$ cat src/rtl/aes_round_ctrl.sv
// ----------------------------------------------------------------------------
// aes_round_ctrl
//   Round sequencer for an iterative AES-128 datapath. After a start handshake
//   it runs the initial AddRoundKey (INIT), NUM_ROUNDS-1 full rounds (ROUND)
//   and one final round without MixColumns (FINAL). It then holds out_valid
//   (DONE) until the consumer accepts the result. It holds no data bits.
//
// Ports
//   CLK, RSTB     clock (rising edge), asynchronous active-low reset
//   start_valid   host requests a block          start_ready  accepting (IDLE)
//   abort         synchronous cancel to IDLE
//   load_sel      datapath selects plaintext^key / cipher key (INIT)
//   state_en      state register load enable     key_en       round-key enable
//   mix_en        MixColumns in path             rcon         round constant
//   round_idx     current round, 0 = initial AddRoundKey
//   busy          INIT / ROUND / FINAL
//   out_valid     ciphertext valid (DONE)        out_ready    consumer accepts
// ----------------------------------------------------------------------------
module aes_round_ctrl #(
   parameter int NUM_ROUNDS = 10,
   parameter int RW         = 4
) (
   input  logic          CLK,
   input  logic          RSTB,
   input  logic          start_valid,
   output logic          start_ready,
   input  logic          abort,
   output logic          load_sel,
   output logic          state_en,
   output logic          key_en,
   output logic          mix_en,
   output logic [7:0]    rcon,
   output logic [RW-1:0] round_idx,
   output logic          busy,
   output logic          out_valid,
   input  logic          out_ready
);

   typedef enum logic [2:0] {
      S_IDLE  = 3'd0,
      S_INIT  = 3'd1,
      S_ROUND = 3'd2,
      S_FINAL = 3'd3,
      S_DONE  = 3'd4
   } state_t;

   localparam logic [RW-1:0] LAST_FULL = RW'(NUM_ROUNDS - 1);

   state_t        state, nxt;
   logic [RW-1:0] nidx;
   logic [7:0]    nrcon;

   // GF(2^8) doubling used by the key-schedule round constant
   function automatic logic [7:0] xtime(input logic [7:0] x);
      xtime = {x[6:0], 1'b0} ^ (x[7] ? 8'h1B : 8'h00);
   endfunction

   // Next state plus the round counter / rcon that go with it. Abort wins
   // over everything, including a start in IDLE and a pending DONE result.
   always_comb begin
      nxt   = state;
      nidx  = round_idx;
      nrcon = rcon;
      if (abort) begin
         nxt   = S_IDLE;
         nidx  = '0;
         nrcon = 8'h00;
      end else begin
         unique case (state)
            S_IDLE: begin
               if (start_valid) nxt = S_INIT;
            end
            S_INIT: begin
               nxt   = S_ROUND;
               nidx  = RW'(1);
               nrcon = 8'h01;
            end
            S_ROUND: begin
               // round_idx reaches NUM_ROUNDS exactly when FINAL is entered
               nidx  = round_idx + RW'(1);
               nrcon = xtime(rcon);
               if (round_idx == LAST_FULL) nxt = S_FINAL;
            end
            S_FINAL: begin
               nxt   = S_DONE;
               nrcon = xtime(rcon);
            end
            S_DONE: begin
               if (out_ready) begin
                  nxt   = S_IDLE;
                  nidx  = '0;
                  nrcon = 8'h00;
               end
            end
            default: begin
               nxt   = S_IDLE;
               nidx  = '0;
               nrcon = 8'h00;
            end
         endcase
      end
   end

   // Outputs are decoded from the next state so each one is a flop that
   // lines up with the registered state it describes.
   always_ff @(posedge CLK or negedge RSTB) begin
      if (!RSTB) begin
         state       <= S_IDLE;
         round_idx   <= '0;
         rcon        <= 8'h00;
         start_ready <= 1'b1;
         load_sel    <= 1'b0;
         state_en    <= 1'b0;
         key_en      <= 1'b0;
         mix_en      <= 1'b0;
         busy        <= 1'b0;
         out_valid   <= 1'b0;
      end else begin
         state       <= nxt;
         round_idx   <= nidx;
         rcon        <= nrcon;
         start_ready <= (nxt == S_IDLE);
         load_sel    <= (nxt == S_INIT);
         state_en    <= (nxt == S_INIT) || (nxt == S_ROUND) || (nxt == S_FINAL);
         key_en      <= (nxt == S_INIT) || (nxt == S_ROUND) || (nxt == S_FINAL);
         mix_en      <= (nxt == S_ROUND);
         busy        <= (nxt == S_INIT) || (nxt == S_ROUND) || (nxt == S_FINAL);
         out_valid   <= (nxt == S_DONE);
      end
   end

endmodule

$ cat config.mk
export PLATFORM = sky130hd
export DESIGN_NAME = aes_round_ctrl
export DESIGN_NICKNAME = d
export VERILOG_FILES = /design/src/rtl/aes_round_ctrl.sv
export SDC_FILE = /design/constraint.sdc
export NUM_CORES = 1
export LEC_CHECK = 0
export BUFFER_PORTS_ARGS = -buffer_cell sky130_fd_sc_hd__buf_2
export CAP_MARGIN = 40
export CORE_MARGIN = 2
export CORE_UTILIZATION = 54
export DETAILED_ROUTE_END_ITERATION = 16
export PLACE_DENSITY_LB_ADDON = 0.1
export RECOVER_POWER = 25
export SYNTH_ARGS = -nofsm -noshare
export SYNTH_HDL_FRONTEND = slang
export SYNTH_SLANG_ARGS = --single-unit
$ cat constraint.sdc
create_clock -name CLK -period 2 [get_ports CLK]
set_input_delay 0.1 -clock CLK [delete_from_list [all_inputs] [get_ports CLK]]
set_output_delay 0.1 -clock CLK [all_outputs]
set_load 0.05 [all_outputs]
* Word level (Yosys, flattened, before mapping)
Cells that the tools add are included.
Storage, ports and cells: flip-flop bits (word level) 20, input bits 5, output and inout bits 19, word-level logic and storage cells 42
Operators by class: $add $sub $neg 1, eq/ne operators 12, muxes and demuxes 12, bitwise gates (word level) 1, reduce and logical (&&, ||, !) cells 8
Operators by type and width (number):
- 8-bit one-hot mux with 4 select lines | 1
- 8-bit 2-to-1 mux | 2
- 4-bit one-hot mux with 4 select lines | 1
- 3-bit one-hot mux with 5 select lines | 1
- 3-bit by 2-bit == test with 1-bit output, second input constant | 4
- 3-bit 2-to-1 mux | 4
- 4-bit 2-to-1 mux | 2
- 8-bit by 5-bit bitwise XOR with 8-bit output | 1
- 3-bit by 1-bit == test with 1-bit output, second input constant | 2
- 3-bit == test, second input constant | 2
- 3-bit logical NOT | 2
- 5-bit 2-to-1 mux | 1
- 4-bit by 1-bit adder with 4-bit output, second input constant | 1
- 4-bit == test, second input constant | 1
- 2-bit AND reduction | 2
- 2-bit OR reduction | 2
- 3-bit inequality test, second input constant | 1
- 1-bit logical OR | 2
- 2-bit by 1-bit inequality test with 1-bit output, second input constant | 1
- 2-bit inequality test, second input constant | 1

* Longest topological paths before layout
depth in word-level cells 7, depth in mapped cells 5, mapped depth without buffers 5

* Least setup slack after synthesis
Ideal clock, no wire load.
path type register to register, from register round_idx[1], to register busy, library setup time 124 ps, data arrival time 1441 ps, required time 1876 ps, path slack 435 ps, cell stages (with the launch flop) 6, buffers on the path 0, period minus slack after synthesis 1565 ps, path through dfrtp_1 > inv_1 > ha_1 > a41oi_1 > a211oi_2 > or2_1
On the way: word-level cells in the longest chain between the ends 7, elaborated cells between the ends (all ways) 9, classes of those cells eq/ne: 4; mux: 3; reduce/logical: 2
Ends and longest elaborated chain:
- start: declaration | RTL line 33 | output logic [RW-1:0] round_idx,
- start signal: assignment | RTL line 120 | round_idx <= nidx;
- 4-bit == test (*) | RTL line 82 | if (round_idx == LAST_FULL) nxt = S_FINAL;
- 3-bit 2-to-1 mux (*) | RTL line 82
- 3-bit one-hot mux with 5 select lines (*) | RTL line 69 | unique case (state)
- 3-bit 2-to-1 mux (*) | RTL line 64 | if (abort) begin
- net nxt[0] | RTL line 49 | state_t state, nxt;
- 3-bit by 1-bit == test with 1-bit output / 3-bit by 2-bit == test with 1-bit output (equally long branches) | RTL line 127 | busy <= (nxt == S_INIT) || (nxt == S_ROUND) || (nxt == S_FINAL);
- 1-bit logical OR | RTL line 127
- 1-bit logical OR (*) | RTL line 127
- end signal: assignment | RTL line 127
- end: declaration | RTL line 34 | output logic busy,
Mark *: on every way through the listed nets, which the timed path passes. The rest lies on a longest branch. A chain may end at the register's enable or synchronous reset.

* Worst setup path in the final report
from register state[2], to register round_idx[3]
On the way: word-level cells in the longest chain between the ends 4, elaborated cells between the ends (all ways) 11, classes of those cells eq/ne: 6; mux: 2; reduce/logical: 3
Ends and longest elaborated chain:
- start: declaration | RTL line 49
- start signal: assignment | RTL line 119 | state <= nxt;
- 3-bit by 2-bit == test with 1-bit output / 3-bit logical NOT (equally long branches) | RTL line 69
- 2-bit OR reduction (no source line)
- 4-bit one-hot mux with 4 select lines / 2-bit by 1-bit inequality test with 1-bit output (equally long branches)
- 4-bit 2-to-1 mux / 2-bit AND reduction (equally long branches)
Several ways; a longest one is shown, not always the timed one.

==> summary.md <==
| Metric | Value |
|---|---|
| Postcts setup bufs | `0` |
| Post-route ant nets | `0` |
| Post-layout util | `64.4%` |
| Total CTS buffers | `3` |
| Top FF cell, synth | `dfrtp_1` |
| Die Y | `approximately 46 microns` |
| I/O pins | `24` |
| Vias in the first global route | `between 600 and 700` |
| Sequential-to-total area share from yosys stat | `between 50 and 60%` |
| Net Count, Synth | `slightly above 90` |
| Crit Path Class | `reg -> reg` |
| Drt pass-1 iters | `4` |
| Row count | `15` |
| Final setup fails | `0` |
| Peak Freq | `about 0.66 GHz` |
| Clock sinks | `20` |
| Period utilisation layout | `75.5%` |
| Placed Cells | `between 100 and 150` |
| CTS Buffer Depth | `2` |
| Post-CTS Hold Fix Bufs | `1` |
| Hold_ws | `between 0.015 and 0.02 ns` |
| Max VDD drop | `0.586 mV` |
| Top cells by area, synth | `dfrtp_1 50%, a22o_1 6.4%, xor2_1 3.7%` |
| Clock skew | `between 0.005 and 0.006 ns` |
| CP Data Required Time | `about 2.2 ns` |
| P&R area growth vs syn | `13.3%` |
| Setup TNS | `0 ns` |
| Final Max Tran Viols | `0` |
| Worst Hold End | `load_sel$_DFF_PN0_` |
| Synthesized instance count | `between 80 and 90` |
| Outcome | `completed` |
| Gr ovfl total | `0` |
| Async SR Flop Fraction | `100%` |
| R2R Setup Slk | `roughly 0.49 ns` |
| CORE AREA | `approximately 1700 sq um` |
| Initial antenna violation count | `0` |
| Final min period | `1.51 ns` |
| Clock Pin Slew Worst Setup and Hold Paths | `about 0.11 ns` |
| Met2 wire length | `slightly above 800 microns` |
| Layout cells sized above 1 | `32.4%` |
| Biggest area consumer among synthesized cells | `dfrtp_1` |
| Antenna diodes | `0` |
| Reg-to-reg critical path endpoint | `round_idx[3]$_DFFE_PN0P_` |
| Post-DR wirelength/cell | `approximately 14 microns` |
| Post-synthesis cell area | `around 960 sq um` |
| Hold Vio Cnt, Final | `0` |
| PostCTS Resize Cnt | `0` |
| Max-Slew Margin vs Limit | `between 30 and 40%` |
| Synthesis Warnings | `0` |
| Sum of routed wire segments on met1 | `821 microns` |
| Clk_lat worst skew | `approximately 0.3 ns` |
| Initial DRC count | `13` |
| Syn Area/Cell | `11.4 sq um` |
| R2R depth | `4` |
| Via density | `~5.6` |
| Die X | `~46 microns` |
| Worst Path Arrival | `approximately 1.7 ns` |
| Hold Startpoint | `start_valid` |
| Critical path fanouts, max | `9` |
| First-pass GRT wire length | `2950 microns` |
| Worst Max-Slew Pin Slew | `just over 1 ns` |
| Max layer used | `met4` |
| RD Place Congestion | `slightly below 0.8` |
| Root Buffer | `clkbuf_4` |
| Synth cell types | `33` |
| Die ar. | `2130 sq um` |
| DP HPWL | `about 1300 microns` |
| Worst hold path class | `in -> reg` |
| Detailed-route via count | `681` |
| Starting Density | `a little under three fifths` |
| Pin count of the biggest net entering global routing | `21` |
| Layout fillers | `approximately 150` |
| Crit start category | `flip-flop` |
| Power Density | `between 700 and 800 nW/um^2` |
| Area share of the largest cell type after synthesis | `49.5%` |
| H-tree depth | `1` |
| Flops & latches, synth | `20` |
| Total GRT Usage | `19.8%` |
| DRC violations left | `0` |
| Nets | `approximately 110` |
| Final total power | `0.865 mW` |
| EDFF count, synth | `0` |
| LEAKAGE | `0.566 nW` |
| Max_cap viols | `0` |
| Synth top cells by count | `19 x dfrtp_1, 8 x nor2_1, 7 x a22o_1, 6 x o21ai_0, 4 x xor2_1` |
| # port buffers | `23` |
| Worst R2R Start | `state[2]$_DFF_PN0_` |
| Most numerous cell in the Yosys netlist | `dfrtp_1` |
| Crit path capture type | `flip-flop` |
| Final wirelength | `roughly 1700 microns` |
| Final Non-Filler Cells | `122` |
| Unrepaired setup endpoints after global routing | `no` |
| CTS tree | `built` |
| Worst Hold Depth | `3` |
| Met3 wire length | `approximately 67 microns` |
stage by stage:
| step | instance area, sq um | setup WS (ns) |
|---|---|---|
| 6_report | 1090 | 0.491 |
| 5_1_grt | 1090 | 0.379 |
| 2_1_floorplan | 960 | 0.435 |
| 3_3_place_gp | 1040 | 0.560 |
| 4_1_cts | 1090 | 0.494 |
| 3_5_place_dp | 1040 | 0.502 |
worst max-delay path by stage:
stage / depth (start not counted) / start / slack [ns] / to
finish: 4 / state[2]$_DFF_PN0_ / 0.49 / round_idx[3]$_DFFE_PN0P_
global route: 4 / state[2]$_DFF_PN0_ / 0.38 / busy$_DFF_PN0_
CTS: 4 / state[2]$_DFF_PN0_ / 0.49 / round_idx[3]$_DFFE_PN0P_
detailed placement: 4 / state[2]$_DFF_PN0_ / 0.50 / round_idx[3]$_DFFE_PN0P_
global placement: 4 / state[2]$_DFF_PN0_ / 0.56 / round_idx[3]$_DFFE_PN0P_
floorplan: 5 / round_idx[1]$_DFFE_PN0P_ / 0.44 / busy$_DFF_PN0_
cells in the final DEF, fill, tap and decap left out:
cell / n
buf_2: 22
dfrtp_1: 19
nor2_1: 8
a22o_1: 7
o21ai_0: 6
xor2_1: 4
nor2b_1: 3
nand2b_1: 3
nand2_1: 3
clkbuf_4: 3
a21oi_1: 2
nor3_1: 2
ha_1: 2
or2_4: 1
nor4b_1: 1
a41oi_1: 1
a211oi_2: 1
or2_2: 1
a22oi_1: 1
and2_1: 1
or2_1: 1
inv_1: 1
a211oi_4: 1
and2_0: 1
or3_4: 1
a2111oi_2: 1
or4b_4: 1
o22ai_1: 1
nand3_1: 1
o31ai_1: 1
clkbuf_8: 1
dlygate4sd3_1: 1
clkbuf_1: 1
dfstp_2: 1
final cells by class:
| cell class | count | area [sq um] | area share (%) |
|---|---|---|---|
| multi-input cells | 56 | 400 | 36.8 |
| repair buffers | 24 | 124 | 11.4 |
| clock buffers | 4 | 36.3 | 3.34 |
| flip-flops and latches | 20 | 502 | 46.1 |
| inverters | 1 | 3.75 | 0.345 |
| well taps | 17 | 21.3 | 1.96 |
flip-flops by register name (all words and copies together) (netlist names):
register     flops
out_valid        1
mix_en           1
round_idx        4
rcon             8
busy             1
state            3
load_sel         1
start_ready      1
layer usage:
metal  up-vias  global-route usage (%)
met5         -                       0
met4         0                    8.57
met3         4                    4.71
met2        19                    28.9
met1       323                    27.9
li1        335                       -
power by group:
| group | switching (mW) | total, mW | internal (mW) |
|---|---|---|---|
| combinational | 0.133 | 0.185 | 0.0528 |
| sequential | 0.0219 | 0.446 | 0.424 |
| clock | 0.123 | 0.234 | 0.111 |
cells by family (layout without fill, tap and decap cells):
group,count (synthesis),after routing,synth area share [%]
DFF,20,20,52.3
buffers and inverters,8,29,6.00
adders and majority gates,2,2,2.61
and+or+nand+nor,28,28,16.8
AOI/OAI and AO/OA,22,22,18.6
xor gates and xnor gates,4,4,3.65
worst max-delay path: stages, from the launching register on:
cell     delay (ns)
dfrtp_1        0.53
or4b_4         0.60
nor2b_1        0.13
o21ai_0        0.09
o31ai_1        0.08
Note: power is estimated with default switching activity, not from simulation.
